$ cat config.mk
export PLATFORM = sky130hd
export DESIGN_NAME = sram_arbiter
export DESIGN_NICKNAME = d
export VERILOG_FILES = /design/src/rtl/sram_arb_pkg.sv /design/src/rtl/sram_arb_rr.sv /design/src/rtl/sram_arbiter.sv
export SDC_FILE = /design/constraint.sdc
export NUM_CORES = 1
export LEC_CHECK = 0
export ABC_CLOCK_PERIOD_IN_PS = 2100
export BUFFER_PORTS_ARGS = -buffer_cell sky130_fd_sc_hd__clkbuf_2
export CAP_MARGIN = 20
export CORE_MARGIN = 1.5
export CORE_UTILIZATION = 41
export DETAILED_ROUTE_END_ITERATION = 12
export GPL_TIMING_DRIVEN = 1
export PLACE_DENSITY_LB_ADDON = 0.1
export RECOVER_POWER = 100
export SLEW_MARGIN = 20
export SYNTH_ARGS = -nofsm -noshare
export SYNTH_HDL_FRONTEND = slang
export SYNTH_SLANG_ARGS = --single-unit
$ cat constraint.sdc
create_clock -name clk -period 2.1 [get_ports clk]
set_clock_uncertainty 0.05 [all_clocks]
set_input_delay 0.105 -clock clk [delete_from_list [all_inputs] [get_ports clk]]
set_output_delay 0.105 -clock clk [all_outputs]
set_load 0.02 [all_outputs]
$ cat src/rtl/sram_arb_pkg.sv
// sram_arb_pkg: shared definitions for the frame-buffer SRAM arbiter.
//   coord_t      - signed pixel coordinate at the default precision
//   in_bounds()  - signed bounds test: 0 <= x < xres and 0 <= y < yres
//   rd_pipe_lat()- request-to-rd_ready latency for a given SRAM latency
package sram_arb_pkg;

    localparam int COORD_PRECISION = 11;
    localparam int DEF_SRAM_LAT    = 3;
    // Address register + SRAM_LAT + output register
    localparam int DEF_PIPE_LAT    = DEF_SRAM_LAT + 2;

    typedef logic signed [COORD_PRECISION:0] coord_t;

    function automatic int rd_pipe_lat(input int sram_lat);
        return sram_lat + 2;
    endfunction

    function automatic logic in_bounds(input int x, input int y,
                                       input int xres, input int yres);
        return (x >= 0) && (x < xres) && (y >= 0) && (y < yres);
    endfunction

endpackage

$ cat src/rtl/sram_arb_rr.sv
// sram_arb_rr: NUM_WR-wide round-robin arbiter.
//   clk, rst_n  - clock, synchronous active-low reset
//   req         - request vector
//   update      - load the pointer with the current grant index
//   grant       - one-hot grant, first requester after the last granted one
//   grant_idx   - binary index of the granted channel (pointer when idle)
// The pointer resets to NUM_WR-1 so channel 0 is searched first.
module sram_arb_rr #(
    parameter int unsigned NUM_WR = 2,
    parameter int          PTR_W  = (NUM_WR > 1) ? $clog2(NUM_WR) : 1
) (
    input  logic              clk,
    input  logic              rst_n,
    input  logic [NUM_WR-1:0] req,
    input  logic              update,
    output logic [NUM_WR-1:0] grant,
    output logic [PTR_W-1:0]  grant_idx
);

    logic [PTR_W-1:0] ptr;
    // One spare bit so ptr+i can be wrapped without overflow
    logic [PTR_W:0]   idx;
    logic             found;

    always_comb begin
        grant     = '0;
        grant_idx = ptr;
        idx       = '0;
        found     = 1'b0;
        for (int unsigned i = 1; i <= NUM_WR; i++) begin
            idx = {1'b0, ptr} + (PTR_W+1)'(i);
            if (idx >= (PTR_W+1)'(NUM_WR))
                idx = idx - (PTR_W+1)'(NUM_WR);
            if (!found && req[idx[PTR_W-1:0]]) begin
                found                  = 1'b1;
                grant[idx[PTR_W-1:0]]  = 1'b1;
                grant_idx              = idx[PTR_W-1:0];
            end
        end
    end

    always_ff @(posedge clk) begin
        if (!rst_n)
            ptr <= PTR_W'(NUM_WR - 1);
        else if (update)
            ptr <= grant_idx;
    end

endmodule

$ cat src/rtl/sram_arbiter.sv
// sram_arbiter: frame-buffer SRAM front end. Pipeline reads get a fixed
// latency; free slots go round-robin to gated write channels.
//   clk, rst_n                 - clock, synchronous active-low reset
//   rd_valid, rd_x, rd_y       - read request (signed coordinates)
//   rd_data, rd_ready          - read result, rd_ready pulses SRAM_LAT+2 later
//   wr_valid, wr_enable        - per-channel pending / gate
//   wr_x, wr_y, wr_data        - packed per-channel write request
//   wr_ack                     - one-cycle pulse per consumed write
//   sram_we, sram_addr,
//   sram_wdata, sram_rdata     - sram_interface side
//   drop_count                 - per-channel saturating OOB write drop count
//                                (present only with SRAM_ARB_DROP_COUNT_EN)
module sram_arbiter
    import sram_arb_pkg::*;
#(
    parameter int unsigned NUM_WR     = 2,
    parameter int          X_RES      = 800,
    parameter int          Y_RES      = 600,
    parameter int          PRECISION  = 11,
    parameter int          COORD_BITS = 10,
    parameter int          DATA_W     = 16,
    parameter int          SRAM_LAT   = 3
) (
    input  logic                              clk,
    input  logic                              rst_n,
    input  logic                              rd_valid,
    input  logic signed [PRECISION:0]         rd_x,
    input  logic signed [PRECISION:0]         rd_y,
    output logic [DATA_W-1:0]                 rd_data,
    output logic                              rd_ready,
    input  logic [NUM_WR-1:0]                 wr_valid,
    input  logic [NUM_WR-1:0]                 wr_enable,
    input  logic [NUM_WR*(PRECISION+1)-1:0]   wr_x,
    input  logic [NUM_WR*(PRECISION+1)-1:0]   wr_y,
    input  logic [NUM_WR*DATA_W-1:0]          wr_data,
    output logic [NUM_WR-1:0]                 wr_ack,
`ifdef SRAM_ARB_DROP_COUNT_EN
    output logic [NUM_WR*16-1:0]              drop_count,
`endif
    output logic                              sram_we,
    output logic [2*COORD_BITS-1:0]           sram_addr,
    output logic [DATA_W:0]                   sram_wdata,
    input  logic [DATA_W:0]                   sram_rdata
);

    localparam int CW       = PRECISION + 1;
    localparam int PIPE_LAT = rd_pipe_lat(SRAM_LAT);
    // Stages ahead of the rd_data/rd_ready output register
    localparam int PIPE_LEN = PIPE_LAT - 1;
    localparam int PTR_W    = (NUM_WR > 1) ? $clog2(NUM_WR) : 1;

    logic signed [PRECISION:0] wx [NUM_WR];
    logic signed [PRECISION:0] wy [NUM_WR];
    logic [DATA_W-1:0]         wd [NUM_WR];
    logic [NUM_WR-1:0]         wr_inb;
    logic [NUM_WR-1:0]         holdoff;
    logic [NUM_WR-1:0]         eligible;
    logic [NUM_WR-1:0]         req;
    logic [NUM_WR-1:0]         grant;
    logic [PTR_W-1:0]          grant_idx;
    logic                      rd_inb;
    logic                      rd_take;
    logic [PIPE_LEN-1:0]       rd_vpipe;
    logic [PIPE_LEN-1:0]       rd_opipe;
    logic                      unused_rdata_msb;

    assign unused_rdata_msb = sram_rdata[DATA_W];

    always_comb begin
        for (int unsigned i = 0; i < NUM_WR; i++) begin
            wx[i]     = $signed(wr_x[i*CW +: CW]);
            wy[i]     = $signed(wr_y[i*CW +: CW]);
            wd[i]     = wr_data[i*DATA_W +: DATA_W];
            wr_inb[i] = in_bounds(int'(wx[i]), int'(wy[i]), X_RES, Y_RES);
        end
    end

    assign rd_inb   = in_bounds(int'(rd_x), int'(rd_y), X_RES, Y_RES);
    assign rd_take  = rd_valid && rd_inb;
    // holdoff masks the cycle in which the source is still looking at its ack
    assign eligible = wr_valid & wr_enable & ~holdoff;
    assign req      = rd_take ? '0 : eligible;

    sram_arb_rr #(
        .NUM_WR (NUM_WR),
        .PTR_W  (PTR_W)
    ) u_rr (
        .clk       (clk),
        .rst_n     (rst_n),
        .req       (req),
        .update    (|grant),
        .grant     (grant),
        .grant_idx (grant_idx)
    );

    always_ff @(posedge clk) begin
        if (!rst_n) begin
            rd_data    <= '0;
            rd_ready   <= 1'b0;
            wr_ack     <= '0;
            holdoff    <= '0;
            sram_we    <= 1'b0;
            sram_addr  <= '0;
            sram_wdata <= '0;
            rd_vpipe   <= '0;
            rd_opipe   <= '0;
        end else begin
            sram_we <= 1'b0;
            wr_ack  <= grant;
            holdoff <= grant;

            if (rd_take) begin
                sram_addr <= {rd_x[COORD_BITS-1:0], rd_y[COORD_BITS-1:0]};
            end else if (|grant && wr_inb[grant_idx]) begin
                sram_we    <= 1'b1;
                sram_addr  <= {wx[grant_idx][COORD_BITS-1:0],
                               wy[grant_idx][COORD_BITS-1:0]};
                sram_wdata <= {1'b0, wd[grant_idx]};
            end

            // OOB reads travel the same delay line so latency never changes
            rd_vpipe[0] <= rd_valid;
            rd_opipe[0] <= rd_valid && !rd_inb;
            for (int unsigned k = 1; k < PIPE_LEN; k++) begin
                rd_vpipe[k] <= rd_vpipe[k-1];
                rd_opipe[k] <= rd_opipe[k-1];
            end

            rd_ready <= rd_vpipe[PIPE_LEN-1];
            if (rd_vpipe[PIPE_LEN-1])
                rd_data <= rd_opipe[PIPE_LEN-1] ? '0 : sram_rdata[DATA_W-1:0];
        end
    end

`ifdef SRAM_ARB_DROP_COUNT_EN
    always_ff @(posedge clk) begin
        if (!rst_n) begin
            drop_count <= '0;
        end else begin
            for (int unsigned i = 0; i < NUM_WR; i++) begin
                if (grant[i] && !wr_inb[i] && drop_count[i*16 +: 16] != 16'hFFFF)
                    drop_count[i*16 +: 16] <= drop_count[i*16 +: 16] + 16'd1;
            end
        end
    end
`endif

endmodule

# == After elaboration in Yosys (flattened, before gate mapping) ==
# Cells that the tools add are included.
# Widths: inputs -> output; s select.
# word_totals
ff_bits,65
in_bits,128
output_inout_bits,57
elab_cells,92
# classes
n_addsub,4
magnitude_cmp,20
n_mux,31
bitwise_logic,7
n_reduce_logical,21
# ops
cell,count
$ge 12x1->1 const B,6
$lt 12x11->1 const B,6
$mux 16,4
$mux 10,6
$mux 20,2
$logic_and 1x1->1,15
$mux 1,14
$ge 2x2->1 const B,3
$lt 1x2->1 const B,3
$mux 2,3
$and 2x2->2,2
$reduce_or 2->1,2
$add 1x1->2 const B,1
$add 1x2->2 const B,1
$demux 1 s1,2
$ge 1x1->1 const B,2
$logic_not 1->1,2
$not 1->1,2
$not 1->2,1
$not 2->2,1
$or 2x2->2,1
$reduce_and 2->1,1
$reduce_bool 2->1,1
$sub 1x1->1 const B,2

# == Depth between registers and ports, before layout ==
# Gate-level depths: netlist (run 1).
# depth
word_depth,18
depth_mapped,9
depth_no_buf,6

# == Hierarchy ==
# From an unflattened synthesis (run 1), not the netlist that was laid out.
# unflattened
hier_cells,322
hier_area_um2,3079.2
# by_module_without_submodules
mod,n_inst,cells_each,area_each_um2,seq_area_each_um2
sram_arbiter,1,313,3010.4,1281.2
sram_arb_rr,1,9,68.8,20.0

# == Worst setup path after synthesis (run 1) ==
# OpenSTA, ideal clock, no wires.
# synth_timing
path_type,register -> register
start,register holdoff[0]
end,register sram_wdata[10]
setup_time_ns,0.132
arrival_time_ns,2.120
required_time_ns,1.918
path_slack_ns,-0.203
path_stages_with_launch,9
path_buffers,3
synth_period_minus_slack_ns,2.303
cell_sequence,dfxtp_1 > and3b_1 > clkbuf_1 > a21o_1 > a211o_1 > a21oi_1 > clkbuf_1 > clkbuf_1 > a21oi_1
# synth_between
elab_chain_len,13
elab_cells_between_ends,24
cone_classes,mux: 15; bitwise: 4; reduce/logical: 5
# synth_rtl
item,line,rtl
from (decl),sram_arbiter.sv:56,logic [NUM_WR-1:0] holdoff;
from (signal assigned),sram_arbiter.sv:110,holdoff <= grant;
$not 2->2 (*),sram_arbiter.sv:81,assign eligible = wr_valid & wr_enable & ~holdoff;
$and 2x2->2 (*),sram_arbiter.sv:81,
$mux 2 (*),sram_arbiter.sv:82,assign req = rd_take ? '0 : eligible;
$mux 1 (implied by the code) (2 in series),sram_arb_rr.sv:34,if (!found && req[idx[PTR_W-1:0]]) begin
$mux 1,sram_arb_rr.sv:34,
$logic_not 1->1,sram_arb_rr.sv:34,
$logic_and 1x1->1,sram_arb_rr.sv:34,
$mux 1,sram_arb_rr.sv:34,
$mux 1 (implied by the code) / $not 1->2 (equally long branches),"sram_arbiter.sv:114, sram_arbiter.sv:118",
$mux 1 (implied by the code) / $mux 16 (equally long branches),"sram_arbiter.sv:114, sram_arbiter.sv:118",
$logic_and 1x1->1 / $mux 16 (equally long branches),"sram_arbiter.sv:114, sram_arbiter.sv:118",
$reduce_and 2->1 (no line) / $mux 16 (equally long branches),n/a,
to (signal assigned),sram_arbiter.sv:118,"sram_wdata <= {1'b0, wd[grant_idx]};"
to (decl),sram_arbiter.sv:42,"output logic [DATA_W:0] sram_wdata,"
# Every way passes the cells marked *; elsewhere a longest branch is shown, timed or not. The select of a mux whose other input is x is not followed.
# A chain may end at the register's enable or synchronous reset.

# == Worst setup path in the final report (run 1) ==
# layout_timing
start,input rd_x[9]
end,register sram_addr[16]
# layout_between
elab_chain_len,18
elab_cells_between_ends,30
cone_classes,order compare: 2; mux: 17; bitwise: 2; reduce/logical: 9
# layout_rtl
item,line,rtl
from (decl),sram_arbiter.sv:27,"input logic signed [PRECISION:0] rd_x,"
$ge 12x1->1 / $lt 12x11->1 (equally long branches),sram_arb_pkg.sv:20,return (x >= 0) && (x < xres) && (y >= 0) && (y < yres);
$logic_and 1x1->1 (*) (3 in series),sram_arb_pkg.sv:20,
$logic_and 1x1->1 (*),sram_arbiter.sv:79,assign rd_take = rd_valid && rd_inb;
$mux 2,sram_arbiter.sv:82,
$mux 1 (implied by the code) (2 in series),sram_arb_rr.sv:34,
$mux 1,sram_arb_rr.sv:34,
$logic_not 1->1,sram_arb_rr.sv:34,
$logic_and 1x1->1,sram_arb_rr.sv:34,
$mux 1,sram_arb_rr.sv:34,
$not 1->2 (implied by the code),sram_arbiter.sv:116,"sram_addr <= {wx[grant_idx][COORD_BITS-1:0],"
$mux 10 (implied by the code) (3 in series),sram_arbiter.sv:116,
$mux 20,sram_arbiter.sv:114,end else if (|grant && wr_inb[grant_idx]) begin
$mux 20,sram_arbiter.sv:112,if (rd_take) begin
to (signal assigned),sram_arbiter.sv:113,"sram_addr <= {rd_x[COORD_BITS-1:0], rd_y[COORD_BITS-1:0]};"
to (signal assigned),sram_arbiter.sv:116,
to (decl),sram_arbiter.sv:41,"output logic [2*COORD_BITS-1:0] sram_addr,"
# Marked as above.

==> impl_metrics.ini, run 1 <==
[grt]
antenna_found_initial = 0
grt_max_degree = 41
grt_pass1_vias = 3491
grt_usage = 0.238
grt_pass1_wl_um = 16600
gr-total-overflow = 0

[cells_and_area]
fin_nets = 762
final_cells = 744
mostFrequentLayoutCell = clkbuf_2
design_area_um2 = 5050
layout_common_cells = clkbuf_2, dfxtp_1, clkbuf_1
area_growth_pct = 48.3
layout-drive-gt1-share = 0.271
diodes = 0

[sta]
slew_viol_final = 0
period_share = 0.959
hold_viol = 1
hold_ws_ns = -0.000218
fmax_mhz = 496
tightestPinTransition_ns = 1.03
maxSlewHeadroom = 0.309
setup_viol = 0
rsz0062_at_grt = yes
fin_crit_ns = 2.01

[status]
outcome = complete, but fails checks
violations = hold timing

[job]
drv_cap = 0

[clocking]
cts_root_buf = clkbuf_8
numCtsBuffers = 9
clockBufferDepth = 2
cts_tree = done
htreeDepth = 3
path_clk_slew_ns = 0.07
clock_latency_ns = 0.33
clkSinkCount = 65

[route]
drt_iter0_markers = 169
drtPass1Iterations = 5
ant_nets = 0
wl_um = 10900
route.detailed.drc = 0
wl_per_cell_um = 14.6
drt-vias-per-instance = 5.29
vias = 3933

[synthesis]
yosys_warnings = 0
synth_top_area_cell = dfxtp_1
yosysTopAreaCellShare = 0.382
syn-cell-area_um2 = 3410
ys_ff_latch = 65
ys_types = 40
netlist_instances = 415
ys_seq_area_frac = 0.382
synth_nets = 543
synthTopCellsByArea = dfxtp_1, nor2b_1, o21ai_0, a21oi_1, a211oi_1
syn_area_per_cell_um2 = 8.21

[pwr]
p_leak_nw = 2.30
power_frac_clock = 0.372
p_sw_mw = 0.789
combPwrFrac = 0.190
switching_share = 0.272
p_seq_frac = 0.437
powerDensity_nw_per_um2 = 574
p_int_mw = 2.11
ir_drop_uv = 289

[placed_design]
routabilityCongestion = 0.900
dpl_cell_area_um2 = 4530
numPlacedInstances = 690
io_buffers = 182
dp_hpwl_um = 7570

[floorplanning]
die_area_um2 = 8860
fp.dieW_um = 94.1
initial_core_util = 0.419
core-area_um2 = 8130
rows = 33
ios = 185
die_h_um = 94.1

[setup_path]
crit_path_start_kind = input port
r2r_start = holdoff[0]
critPathMaxFanout = 16
critPathRequiredTime_ns = 2.27
crit_path_end_kind = flip-flop
reg2reg_depth = 7
r2r-end = sram_addr[11]
critical_path_arrival_ns = 2.18
setup.worst_path.start = rd_x[9]
reg2reg_slack_ns = 0.11
crit_type = in2reg

[min_path]
hp-class = in2reg
worstHoldStart = sram_rdata[10]
hold_depth = 3
holdPathEnd = rd_data[10]
==> power groups by stage <==
| stage | combinational (mW) | clock [mW] | sequential (mW) |
|---|---|---|---|
| 6_report | 0.551 | 1.08 | 1.27 |
| 5_1_grt | 0.602 | 1.18 | 1.27 |
| 4_1_cts | 0.552 | 1.10 | 1.27 |
| 3_5_place_dp | 0.498 | 0 | 1.29 |
| 3_3_place_gp | 0.491 | 0 | 1.29 |
| 2_1_floorplan | 0.249 | 0 | 1.31 |
==> layer usage <==
layer  part of all wire  global-route usage  vias to the layer above
li1                   -                   -                     1967
met3              0.060              0.0372                       15
met1               0.44               0.297                     1801
met2               0.48               0.411                      150
met5                  0                   0                        -
met4              0.016              0.0871                        0
==> area by class of cell <==
type	instances	area, um2
fill	758	3080
inverter	4	15.0
timing repair buffer	245	1460
clock buffer	10	138
multi-input combinational	309	1940
clock inverter	6	67.6
tap	105	131
sequential	65	1300
==> per-stage QoR <==
stage	worst slack (ns)	util	hold slack, ns	power (mW)	TNS (ns)
final	0.0859	0.621	-0.000218	2.90	0
after detailed placement	-0.104	0.557	0.298	1.79	-2.09
after global placement	-0.0859	0.557	0.298	1.79	-1.92
after floorplan	-0.00756	-	0.193	1.56	-0.0227
after CTS	0.0113	0.628	0.000171	2.92	0
after global routing	-0.00256	0.621	0.00672	3.05	-0.00256
==> sequential cells by signal, summed over array words and instances (netlist names) <==
name	count
holdoff	2
rd_data	16
rd_opipe	4
rd_ready	1
rd_vpipe	4
sram_addr	20
sram_wdata	16
sram_we	1
u_rr.ptr	1
==> cell usage after synthesis <==
master and number:
dfxtp_1 65, nand2_1 39, o21ai_0 36, a21oi_1 35
nor2b_1 31, clkbuf_1 30, nor3_1 24, a211oi_1 23
nor2_1 23, mux2i_1 16, and3_1 13, a221o_1 12
o32ai_1 11, and2_1 10, o311a_1 9, inv_1 4
a211o_1 3, a21o_1 3, a31oi_1 2, buf_4 2
buf_6 2, nand3b_1 2, nor4_1 2, o311ai_0 2
a21boi_0 1, a221oi_1 1, a311oi_4 1, and3b_1 1
and4b_1 1, buf_1 1, buf_2 1, buf_8 1
conb_1 1, nand2b_1 1, o2111ai_1 1, o211a_1 1
o21a_1 1, o22a_1 1, o22ai_1 1, or4_4 1
==> logic make-up (layout without fill, tap and decap cells) <==
logic type,Yosys count,in the layout,synth area share
buffers and inverters,41,265,0.0555
other,1,1,0.00110
muxes,16,16,0.0470
DFF,65,65,0.382
and+or+nand+nor,148,148,0.222
AOI/OAI and AO/OA,144,144,0.293
==> worst max path at each step <==
stage | slack, ns | end | cells after the start
floorplan | -0.008 | sram_wdata[10] | 9
global placement | -0.09 | sram_addr[10] | 9
detailed placement | -0.10 | sram_addr[1] | 9
CTS | 0.01 | sram_addr[12] | 7
global route | -0.003 | sram_wdata[12] | 7
finish | 0.09 | sram_addr[16] | 10
==> critical path, stage by stage <==
cell and delay [ns]:
dlygate4sd3_1 0.53, clkbuf_1 0.11, o311a_1 0.15, a21oi_2 0.26, and2_4 0.23, buf_12 0.14, a21oi_4 0.07, buf_12 0.17
and3_1 0.16, a221o_1 0.26
==> what timing repair did <==
item                                    4_1_cts  5_1_grt
setup buffers                                 0        1
gates resized for setup                       0        1
endpoints found under the setup margin        0       24
hold buffers                                 37        0
hold endpoints to repair                     32        0
Note: power is estimated with default switching activity, not from simulation.
==> run 2: changes to the inputs <==
--- a/config.mk
+++ b/config.mk
@@ -13,7 +13,7 @@
 export DETAILED_ROUTE_END_ITERATION = 12
 export GPL_TIMING_DRIVEN = 1
 export PLACE_DENSITY_LB_ADDON = 0.1
-export RECOVER_POWER = 100
+export RECOVER_POWER = 25
 export SLEW_MARGIN = 20
 export SYNTH_ARGS = -nofsm -noshare
 export SYNTH_HDL_FRONTEND = slang
==> run 2 against run 1 <==
  * The flow still finishes with violations (hold timing)
  * Flip-flop and latch count stayed put
  * Routed wire length is 0.48% lower
  * Critical path depth stayed put
  * Cell area is 0.97% higher
  * Core utilization is 0.60 points higher
  * Register-to-register slack hardly changed
  * Sequential power hardly changed
  * Global-route usage stayed put
  * Setup slack better by 0.0031 ns
  * Power is 0.16% higher
==> impl_metrics.ini, run 2 (synthesized netlist as in run 1, its figures left out) <==
[route]
drtPass1Iterations = 4
drt-vias-per-instance = 5.22
ant_nets = 0
drt_iter0_markers = 149
vias = 3887
wl_per_cell_um = 14.6
wl_um = 10800
route.detailed.drc = 0

[clocking]
clkSinkCount = 65
numCtsBuffers = 9
path_clk_slew_ns = 0.07
clockBufferDepth = 2
cts_tree = done
cts_root_buf = clkbuf_8
clock_latency_ns = 0.33
htreeDepth = 3

[sta]
hold_ws_ns = -0.000461
finalSetupTns_ns = 0
tightestPinTransition_ns = 1.03
period_share = 0.958
slew_viol_final = 0
maxSlewHeadroom = 0.313
finalWorstSetupSlack_ns = 0.0890
setup_viol = 0
hold_viol = 1
rsz0062_at_grt = yes
fin_crit_ns = 2.01
fmax_mhz = 497

[setup_path]
crit_type = in2reg
critical_path_arrival_ns = 2.18
crit_path_max_incr_delay_ns = 0.53
slowest_stage = dlygate4sd3_1
crit_path_end_kind = flip-flop
crit_chain = dlygate4sd3_1 -> clkbuf_2 -> o311a_1 -> a21oi_2 -> and2_4 -> buf_12 -> a21oi_4 -> buf_12 -> and3_1 -> a221o_1
crit_path_start_kind = input port
crit_top_cell = buf_12
critPathMaxFanout = 16
path_delay_family = buffers and inverters
critPathRequiredTime_ns = 2.27
crit_buf_inv = 4

[cells_and_area]
regArea_um2 = 1300
layout-drive-gt1-share = 0.329
fillers = 736
multiInputGateArea_um2 = 1940
reg_top3 = sram_addr (20), rd_data (16), sram_wdata (16)
largest_register = sram_addr
mostFrequentLayoutCell = clkbuf_2
largest_reg_flops = 20
fin_util = 0.627
diodes = 0
fin_nets = 762
layout_common_cells = clkbuf_2, dfxtp_1, nand2_1
design_area_um2 = 5100
final_cells = 744
area_growth_pct = 49.7

[placed_design]
dp_hpwl_um = 7570
dpl_cell_area_um2 = 4530
routabilityCongestion = 0.900
numPlacedInstances = 690
io_buffers = 182
dp_slack_ns = -0.104

[grt]
grt_max_degree = 41
grt_usage = 0.238
antenna_found_initial = 0
gr-total-overflow = 0
grt_pass1_vias = 3491
grt_pass1_wl_um = 16600

[pwr]
p_int_mw = 2.11
p_leak_nw = 2.43
powerDensity_nw_per_um2 = 569
combPwrFrac = 0.191
ir_drop_uv = 289
p_seq_frac = 0.436
power_frac_clock = 0.372
p_total_mw = 2.90
p_sw_mw = 0.790
switching_share = 0.272

[floorplanning]
die_h_um = 94.1
core-area_um2 = 8130
initial_core_util = 0.419
die_area_um2 = 8860
ios = 185
fp.dieW_um = 94.1
rows = 33

[job]
drv_cap = 0

[min_path]
hp-class = in2reg

[status]
violations = hold timing
outcome = complete, but fails checks
[run 2: area by class of cell]
cell class | count | area share
inverter | 4 | 0.00294
clock inverter | 6 | 0.0132
multi-input combinational | 309 | 0.380
tap | 105 | 0.0258
timing repair buffer | 245 | 0.296
clock buffer | 10 | 0.0270
sequential | 65 | 0.255
[run 2: path summary, 6_finish.rpt]
path | startpoint | to | slack (ns) | depth (start not counted)
max | rd_x[9] | sram_addr[16] | 0.09 | 10
min | sram_rdata[10] | rd_data[10] | -0.0005 | 3
max reg2reg | holdoff[0] | sram_addr[11] | 0.11 | 7
min reg2reg | rd_opipe[1] | rd_opipe[2] | 0.38 | 1
[run 2: routing by layer]
layer,track usage,vias to the layer above,part of all wire
li1,-,1968,-
met2,0.411,144,0.48
met3,0.0372,15,0.066
met4,0.0871,0,0.016
met5,0,-,0
met1,0.297,1760,0.44
[run 2: tightest hold or removal path: cells and delay by family]
kind                   cells  cell delay (ns)
AND/OR/NAND/NOR            1             0.10
AO/OA/AOI/OAI              1             0.05
buffers and inverters      1             0.08
[run 2: power by group through the flow]
stage | combinational (mW) | sequential (mW) | clock (mW)
4_1_cts | 0.552 | 1.27 | 1.10
6_report | 0.555 | 1.27 | 1.08
2_1_floorplan | 0.249 | 1.31 | 0
5_1_grt | 0.606 | 1.27 | 1.18
3_3_place_gp | 0.491 | 1.29 | 0
3_5_place_dp | 0.498 | 1.29 | 0
[run 2: timing repair]
action | 4_1_cts | 5_1_grt
hold buffers | 37 | 0
endpoints found under the setup margin | 0 | 24
buffers inserted | 0 | 1
resized for setup | 0 | 1
hold endpoints to repair | 32 | 0
==> run 3: changes to the inputs <==
--- a/config.mk
+++ b/config.mk
@@ -12,8 +12,9 @@
 export CORE_UTILIZATION = 41
 export DETAILED_ROUTE_END_ITERATION = 12
 export GPL_TIMING_DRIVEN = 1
-export PLACE_DENSITY_LB_ADDON = 0.1
+export PLACE_DENSITY = 0.77
 export RECOVER_POWER = 25
+export REMOVE_ABC_BUFFERS = 1
 export SLEW_MARGIN = 20
 export SYNTH_ARGS = -nofsm -noshare
 export SYNTH_HDL_FRONTEND = slang
==> run 3 against run 2 <==
  * The flow now finishes without violations
  * Sequential share of layout area shrank 0.53 points
  * Non-clock buffer count grew 1
  * Die area is the same
  * Count of clock-buffer cells in the layout shrank 1
  * Worst hold slack gained 0.018 ns
  * Clock power is essentially flat
  * Core utilization grew 1.4 points
  * Setup slack lost 0.033 ns
  * Sequential power is essentially flat
  * Critical endpoint is now sram_addr[15]
  * Largest power group unchanged
==> impl_metrics.ini, run 3 (synthesized netlist as in run 1, its figures left out) <==
[clocking]
clock_latency_ns = 0.33
clockBufferDepth = 2
numCtsBuffers = 9
htreeDepth = 3
path_clk_slew_ns = 0.08
cts_tree = done
clkSinkCount = 65
cts_root_buf = clkbuf_8

[grt]
grt_max_degree = 56
met2_usage = 0.413
grt_pass1_wl_um = 16700
gr-total-overflow = 0
grt_pass1_vias = 3623
grt_busiest_layer = met2
antenna_found_initial = 0
met3_usage = 0.0388
grt_usage = 0.235
grtUsageMet1 = 0.288

[cells_and_area]
final_cells = 747
layout-drive-gt1-share = 0.349
largest_register = sram_addr
fin_nets = 765
layout_common_cells = clkbuf_2, dfxtp_1, nand2_1
reg_top3 = sram_addr (20), rd_data (16), sram_wdata (16)
largest_reg_flops = 20
diodes = 0
mostFrequentLayoutCell = clkbuf_2
area_growth_pct = 53.1
fin_util = 0.641

[setup_path]
crit_path_end_kind = flip-flop
r2r_start = holdoff[1]
r2r-end = sram_wdata[8]
reg2reg_slack_ns = 0.08
critPathRequiredTime_ns = 2.26
crit_type = in2reg
crit_path_start_kind = input port
reg2reg_depth = 8
slowest_stage = dlygate4sd3_1
critical_path_arrival_ns = 2.20
critPathMaxFanout = 8
crit_path_max_incr_delay_ns = 0.54
crit_chain = dlygate4sd3_1 -> clkbuf_2 -> o311a_1 -> a21oi_4 -> and2_4 -> buf_12 -> a21oi_4 -> buf_12 -> and3_4 -> a221o_1

[route]
wl_um = 11600
wl_per_cell_um = 15.5
drt-vias-per-instance = 5.47
route.detailed.drc = 0
drtPass1Iterations = 5
drt_iter0_markers = 167
ant_nets = 0
vias = 4086

[pwr]
powerDensity_nw_per_um2 = 558
p_leak_nw = 2.47
ir_drop_uv = 252

[floorplanning]
rows = 33
initial_core_util = 0.419
die_h_um = 94.1
fp.dieW_um = 94.1
ios = 185
core-area_um2 = 8130
die_area_um2 = 8860

[sta]
maxSlewHeadroom = 0.320
period_share = 0.973
setup_viol = 0
fin_crit_ns = 2.04
slew_viol_final = 0
fmax_mhz = 489
hold_viol = 0
finalWorstSetupSlack_ns = 0.0561
tightestPinTransition_ns = 1.02

[min_path]
worstHoldStart = wr_data[3]
hold_depth = 3
holdPathEnd = sram_wdata[3]
hp-class = in2reg

[job]
drv_cap = 0

[placed_design]
dp_slack_ns = -0.159
routabilityCongestion = 0.950
numPlacedInstances = 689
dp_hpwl_um = 7590
io_buffers = 182

[status]
outcome = completed
==> run 3: final cells by class <==
class | count | area, um2
fill | 704 | 2920
multi-input combinational | 311 | 1980
timing repair buffer | 246 | 1580
sequential | 65 | 1300
tap | 105 | 131
clock buffer | 9 | 124
clock inverter | 7 | 80.1
inverter | 4 | 15.0
==> run 3: how the worst max path moves through the flow <==
stage	startpoint	end	slack (ns)	depth (start not counted)
floorplan	holdoff[1]	sram_addr[0]	-1.49	6
finish	rd_x[6]	sram_addr[15]	0.06	10
detailed placement	rd_x[10]	sram_addr[0]	-0.16	9
global route	holdoff[1]	sram_wdata[5]	-0.02	8
CTS	holdoff[0]	sram_wdata[8]	0.005	8
global placement	rd_x[10]	sram_addr[14]	-0.1	9
==> run 3: timing repair <==
item                       4_1_cts  5_1_grt
hold buffers                    28        0
gates resized for setup          0       15
setup endpoints to repair        0       36
buffers inserted                 0        7
hold endpoints to repair        28        0
==> run 3: metrics by stage <==
step                      total power [mW]  hold slack, ns  cell area (um2)  setup TNS, ns
after floorplan                       1.53           0.129             3230         -52.60
after global placement                1.77           0.299             4510          -2.69
after detailed placement              1.79           0.299             4510          -4.38
after CTS                             2.91         0.00430             4990              0
after global routing                  3.04          0.0254             5210        -0.0409
final                                 2.91          0.0173             5210              0
==> run 3: power breakdown <==
part           switching [mW]  internal, mW  leakage, nW  total, mW
clock network           0.521         0.560        0.101       1.08
registers              0.0118          1.26        0.526       1.27
logic                   0.286         0.276         1.85      0.562
==> run 3: worst max-delay path: cells and delay by family <==
kind | cells | cell delay, ns
buffers and inverters | 4 | 0.92
AOI/OAI and AO/OA | 4 | 0.80
and+or+nand+nor | 2 | 0.37
==> run 3: per-layer routing <==
metal	share of wire	vias to the layer above	wire length, um
met2	0.50	198	5800
li1	-	1989	-
met1	0.41	1877	4770
met5	0	-	0
met4	0.018	0	206
met3	0.068	22	787
